===== src/rtl/regfile_datapath_pipe.sv =====
// regfile_datapath_pipe: two-stage (ID/EX) register-file ALU datapath with an iterative multiplier
// Ports:
//   clk, reset                  rising-edge clock, asynchronous active-low reset
//   in_valid / in_ready         instruction handshake; opcode, a_sel, b_sel, dst_sel,
//                               use_imm, immediate, wb_en describe the offered instruction
//   flags                       {N,C,F,Z,L}
//   wb_valid, wb_addr, wb_data  one-cycle retirement report
//   dbg_sel / dbg_data          combinational register-file read (no bypass)
module regfile_datapath_pipe #(
  parameter int WIDTH = 16,
  parameter int NREGS = 16,
  localparam int AW = $clog2(NREGS)
) (
  input  logic             clk,
  input  logic             reset,
  input  logic             in_valid,
  output logic             in_ready,
  input  logic [3:0]       opcode,
  input  logic [AW-1:0]    a_sel,
  input  logic [AW-1:0]    b_sel,
  input  logic [AW-1:0]    dst_sel,
  input  logic             use_imm,
  input  logic [WIDTH-1:0] immediate,
  input  logic             wb_en,
  output logic [4:0]       flags,
  output logic             wb_valid,
  output logic [AW-1:0]    wb_addr,
  output logic [WIDTH-1:0] wb_data,
  input  logic [AW-1:0]    dbg_sel,
  output logic [WIDTH-1:0] dbg_data
);
  localparam int SW = $clog2(WIDTH);
  localparam logic [3:0] OP_ADD = 4'd0, OP_ADDC = 4'd1, OP_SUB = 4'd2, OP_CMP = 4'd3,
                         OP_AND = 4'd4, OP_OR = 4'd5, OP_XOR = 4'd6, OP_MOV = 4'd7,
                         OP_LSH = 4'd8, OP_RSH = 4'd9, OP_MUL = 4'd10;
  typedef enum logic [1:0] {IDLE, EXEC, MUL_RUN} exState_t;
  exState_t exState, exStateNext;
  logic [WIDTH-1:0] regs [NREGS];
  logic [4:0] flagsQ, flagsNext;
  logic readyEn, idValid, idUseImm, idWbEn, exWbEn;
  logic [3:0] idOp, exOp;
  logic [AW-1:0] idA, idB, idDst, exDst;
  logic [WIDTH-1:0] idImm, exA, exB, mulAcc, mulAccNext, result, opA, opB;
  logic [SW-1:0] mulCnt;
  logic [WIDTH:0] sum, diff;
  logic exDone, exWrite, idAdvance, take;
  assign exDone = exState == EXEC || (exState == MUL_RUN && mulCnt == SW'(WIDTH - 1));
  assign exWrite = exDone && exWbEn && exOp != OP_CMP && exOp <= OP_MUL;
  assign idAdvance = idValid && (exState == IDLE || exDone);
  // readyEn keeps in_ready low until the first edge after reset releases
  assign in_ready = readyEn && (!idValid || idAdvance);
  assign take = in_valid && in_ready;
  // operands forwarded from an EX result retiring on the same edge they are latched
  assign opA = exWrite && exDst == idA ? result : regs[idA];
  assign opB = idUseImm ? idImm : exWrite && exDst == idB ? result : regs[idB];
  assign flags = flagsQ;
  assign dbg_data = regs[dbg_sel];
  always_comb begin
    sum = {1'b0, exA} + {1'b0, exB} + {{WIDTH{1'b0}}, exOp == OP_ADDC && flagsQ[3]};
    diff = {1'b0, exA} - {1'b0, exB};
    mulAccNext = mulAcc + (exB[0] ? exA : '0);
    case (exOp)
      OP_ADD, OP_ADDC: result = sum[WIDTH-1:0];
      OP_SUB, OP_CMP:  result = diff[WIDTH-1:0];
      OP_AND:          result = exA & exB;
      OP_OR:           result = exA | exB;
      OP_XOR:          result = exA ^ exB;
      OP_MOV:          result = exB;
      OP_LSH:          result = exA << exB[SW-1:0];
      OP_RSH:          result = exA >> exB[SW-1:0];
      OP_MUL:          result = mulAccNext;
      default:         result = '0;
    endcase
    flagsNext = flagsQ;
    if (exOp <= OP_MUL) begin
      flagsNext[4] = result[WIDTH-1];
      flagsNext[1] = result == '0;
    end
    if (exOp <= OP_ADDC) begin
      flagsNext[3] = sum[WIDTH];
      flagsNext[2] = exA[WIDTH-1] == exB[WIDTH-1] && result[WIDTH-1] != exA[WIDTH-1];
    end
    if (exOp == OP_SUB || exOp == OP_CMP) begin
      flagsNext[3] = diff[WIDTH];
      flagsNext[2] = exA[WIDTH-1] != exB[WIDTH-1] && result[WIDTH-1] != exA[WIDTH-1];
      flagsNext[0] = diff[WIDTH];
    end
  end
  always_comb begin
    exStateNext = exState;
    if (idAdvance) exStateNext = idOp == OP_MUL ? MUL_RUN : EXEC;
    else if (exDone) exStateNext = IDLE;
  end
  always_ff @(posedge clk or negedge reset) begin
    if (!reset) exState <= IDLE;
    else exState <= exStateNext;
  end
  always_ff @(posedge clk or negedge reset) begin
    if (!reset) begin
      readyEn <= 1'b0;
      idValid <= 1'b0;
      idOp <= '0;
      idA <= '0;
      idB <= '0;
      idDst <= '0;
      idUseImm <= 1'b0;
      idImm <= '0;
      idWbEn <= 1'b0;
    end else begin
      readyEn <= 1'b1;
      if (take) begin
        idValid <= 1'b1;
        idOp <= opcode;
        idA <= a_sel;
        idB <= b_sel;
        idDst <= dst_sel;
        idUseImm <= use_imm;
        idImm <= immediate;
        idWbEn <= wb_en;
      end else if (idAdvance) idValid <= 1'b0;
    end
  end
  // MUL walks the multiplier LSB-first: exA doubles and exB halves every cycle
  always_ff @(posedge clk or negedge reset) begin
    if (!reset) begin
      exOp <= '0;
      exDst <= '0;
      exWbEn <= 1'b0;
      exA <= '0;
      exB <= '0;
      mulAcc <= '0;
      mulCnt <= '0;
    end else if (idAdvance) begin
      exOp <= idOp;
      exDst <= idDst;
      exWbEn <= idWbEn;
      exA <= opA;
      exB <= opB;
      mulAcc <= '0;
      mulCnt <= '0;
    end else if (exState == MUL_RUN) begin
      mulAcc <= mulAccNext;
      exA <= exA << 1;
      exB <= exB >> 1;
      mulCnt <= mulCnt + 1'b1;
    end
  end
  always_ff @(posedge clk or negedge reset) begin
    if (!reset) begin
      for (int i = 0; i < NREGS; i++) regs[i] <= '0;
      flagsQ <= '0;
      wb_valid <= 1'b0;
      wb_addr <= '0;
      wb_data <= '0;
    end else begin
      if (exWrite) regs[exDst] <= result;
      if (exDone) flagsQ <= flagsNext;
      wb_valid <= exDone;
      if (exDone) begin
        wb_addr <= exDst;
        wb_data <= result;
      end
    end
  end
endmodule

===== config.mk =====
export PLATFORM = sky130hd
export DESIGN_NAME = regfile_datapath_pipe
export DESIGN_NICKNAME = d
export VERILOG_FILES = /design/src/rtl/regfile_datapath_pipe.sv
export SDC_FILE = /design/constraint.sdc
export NUM_CORES = 1
export LEC_CHECK = 0
export BUFFER_PORTS_ARGS = -buffer_cell sky130_fd_sc_hd__buf_2
export CAP_MARGIN = 15
export CORE_UTILIZATION = 58
export CTS_CLUSTER_SIZE = 28
export DETAILED_ROUTE_END_ITERATION = 10
export GPL_TIMING_DRIVEN = 0
export HOLD_SLACK_MARGIN = 0.06
export PLACE_DENSITY = 0.83
export SLEW_MARGIN = 20
export SYNTH_ARGS = -nofsm -noshare
export SYNTH_HDL_FRONTEND = slang
export SYNTH_SLANG_ARGS = --single-unit

===== constraint.sdc =====
create_clock -name clk -period 4.35 [get_ports clk]
set_clock_uncertainty 0.1 [all_clocks]
set_input_delay 0.6525 -clock clk [delete_from_list [all_inputs] [get_ports clk]]
set_output_delay 0.6525 -clock clk [all_outputs]
set_load 0.01 [all_outputs]

==> results.json <==
{
  "cts.sinks": 381,
  "synth-edff-count": 0,
  "setup_tns_ns": 0,
  "crit_cells": 12,
  "yosys_warnings": 0,
  "fp.dieW_um": 212.9,
  "crit_path_end_kind": "flop",
  "required_ns": 4.70,
  "path_class": "flop to flop",
  "period_share": 0.9976,
  "grt_pass1_wl_um": 156100,
  "initial_core_util": 0.5937,
  "area_growth_pct": 12.65,
  "rr_endpoint": "regs[159]",
  "cts_max_level": 2,
  "synth_top_flop_cell": "dfrtp_1",
  "critPathSlowestCell": "clkbuf_1",
  "io_pins": 84,
  "numCtsBuffers": 42,
  "route.vias.total": 23700,
  "vias_per_cell": 7.580,
  "leakagePower_nw": 12.35,
  "dp_hpwl_um": 74450,
  "final_cell_mix": "dfrtp_1 (378), nand2_1 (271), mux4_2 (271)",
  "drc_errors": 0,
  "port-buffer-count": 79,
  "cpPeakStageDelay_ns": 0.64,
  "std_cell_rows": 76,
  "drt_iter0_markers": 3692,
  "crit_path_cell_trace": "clkbuf_1 -> inv_1 -> ha_1 -> mux4_2 -> a22o_1 -> nor4_1 -> and3_1 -> mux2i_1 -> a211oi_2 -> buf_4 -> buf_4 -> a21oi_1",
  "cts_tree": "yes",
  "root_buffer": "clkbuf_16",
  "worst_pin_slew_ns": 1.345,
  "hold_path_class": "primary input to flop",
  "startpoint_type": "flop",
  "drt_wl_total_um": 106900,
  "max_cap_viol_count": 0,
  "crit_end": "regs[159]",
  "crit_fanout": 10,
  "r2r_slack_ns": 0.01,
  "r2r_cells": 12,
  "drive_gt1_frac": 0.2764,
  "ys_seq_elements": 381,
  "timing.rr.start": "exA[15]",
  "arrival_ns": 4.69,
  "synth_area_per_cell_um2": 10.89,
  "cts_buffer_depth": 3,
  "cp-startpoint": "exA[15]",
  "path_common_cell": "buf_4",
  "grt_pass1_vias": 23990,
  "power_per_cell_area_nw_per_um2": 909.4,
  "synth_nets": 2480,
  "final_hold_viol_count": 0,
  "final_area_um2": 29060,
  "syn_inst": 2370,
  "synth_area_um2": 25800,
  "slew_violations": 0,
  "outcome": "finished, final reports clean",
  "antenna_found_initial": 6,
  "fin_crit_ns": 4.340,
  "final_common_cell": "dfrtp_1",
  "dpl_cell_area_um2": 27060,
  "irDropWorstVdd_v": 0.0006650,
  "first_pass_iters": 6,
  "overflow": 0,
  "finalSetupViolations": 0,
  "dieArea_um2": 45330,
  "max_slew_margin": 0.1036,
  "grtUsageTotal": 0.4886,
  "yosysTopAreaCell": "dfrtp_1",
  "clkSlewWorstSetupHoldPaths_ns": 0.06,
  "grt_max_degree": 98,
  "critPathTopFamily": "buffers and inverters",
  "core_area_um2": 43460,
  "synth.yosys.seq_area_share": 0.3695,
  "synth-async-reset-ratio": 1.000,
  "crit_buf_inv": 4,
  "clock_latency_ns": 0.62,
  "wl_per_cell_um": 34.19,
  "gp_congestion": 1.080,
  "antenna_left": 0,
  "fmaxAchievable_mhz": 230.4,
  "ys_types": 96,
  "nets": 2618,
  "die_y_um": 212.9,
  "synth_top_area_share": 0.3695,
  "ys_top_cells_by_area": "dfrtp_1 (37%), mux4_2 (24%), mux2_2 (4.2%), nand2_1 (3.9%), o21ai_0 (3.3%)"
}
[cells by family (layout without fill, tap and decap cells)]
| family | after synthesis | after routing | share of synthesized area |
|---|---|---|---|
| adders and majority gates | 69 | 69 | 0.03463 |
| and+or+nand+nor | 635 | 635 | 0.1091 |
| buffers and inverters | 299 | 469 | 0.04874 |
| xor gates and xnor gates | 35 | 35 | 0.01217 |
| DFF | 381 | 381 | 0.3695 |
| AOI/OAI and AO/OA | 548 | 548 | 0.1336 |
| muxes | 402 | 402 | 0.2921 |
| other | 1 | 3 | 0.0001454 |
[worst min-delay path, delay by kind of cell]
kind / cells / cell delay, ns
AO/OA/AOI/OAI: 1 / 0.06
buffers and inverters: 1 / 0.08
AND/OR/NAND/NOR: 1 / 0.04
[synthesized netlist by cell type (36+ instances only)]
cell type	count
a21oi_1	158
clkbuf_1	142
nand2_1	271
ha_1	65
mux2_2	97
buf_2	36
a211oi_1	38
mux4_2	271
nor2_1	210
inv_1	71
o21ai_0	169
dfrtp_1	381
[report_power, final]
part           internal [mW]  total (mW)  switching, mW
Combinational           6.12        16.0           9.83
Sequential              4.79        6.30           1.52
Clock                   2.54        4.18           1.64
Total                   13.4        26.4           13.0
[metal layers]
layer,routed length (µm),share of wire,global-route usage
met4,12660,0.12,0.4515
met2,46210,0.43,0.7153
met3,15280,0.14,0.2159
met5,236,0.0022,0.02447
met1,32530,0.30,0.5295
[layout make-up]
cell class                      count  area [µm²]
Clock buffer                       50        1141
Fill cell                        3325       14390
Buffer                            220        1072
Inverter                           76       294.0
Tap cell                          585       732.0
Multi-Input combinational cell   1690       15200
Sequential cell                   381        9538
Antenna cell                        2       5.005
Clock inverter                     26       439.2
Timing Repair Buffer               97       643.1
[per-stage QoR]
stage                     hold WS (ns)    util  power [mW]  instances  setup slack (ns)
after floorplan                 0.2569       -       15.61       2370            0.1687
after global placement          0.3569  0.6196       20.18       3034            -4.822
after detailed placement        0.3605  0.6226       20.60       3038            -1.206
after CTS                       0.1658  0.6632       25.20       3117         -0.003919
after global routing            0.1638  0.6687       27.17       3126          -0.03156
final                           0.1563  0.6688       26.43       3127           0.01040
[flip-flops by register name, summed over array words and instances, names as in the netlist, 2 cells and up]
register / count
wb_data: 16
wb_addr: 4
idA: 4
exA: 16
exOp: 4
idB: 4
idDst: 4
flags: 5
regs: 256
exB: 16
mulAcc: 16
idOp: 4
mulCnt: 4
exDst: 4
exState: 2
idImm: 16
[how the worst min path moves through the flow]
stage,start,end,cells after the start
after global placement,idWbEn,exWbEn,2
final,use_imm,idUseImm,3
after CTS,use_imm,idUseImm,3
after global routing,use_imm,idUseImm,3
after floorplan,reset,exA[0],0
after detailed placement,idWbEn,exWbEn,2
[timing repair]
item,in CTS,in global routing
hold endpoints to repair,67,0
resized for setup,46,57
hold buffers,1,0
pin swaps,3,11
endpoints found under the setup margin,270,168
setup buffers,3,8
(Power assumes the default switching activity.)
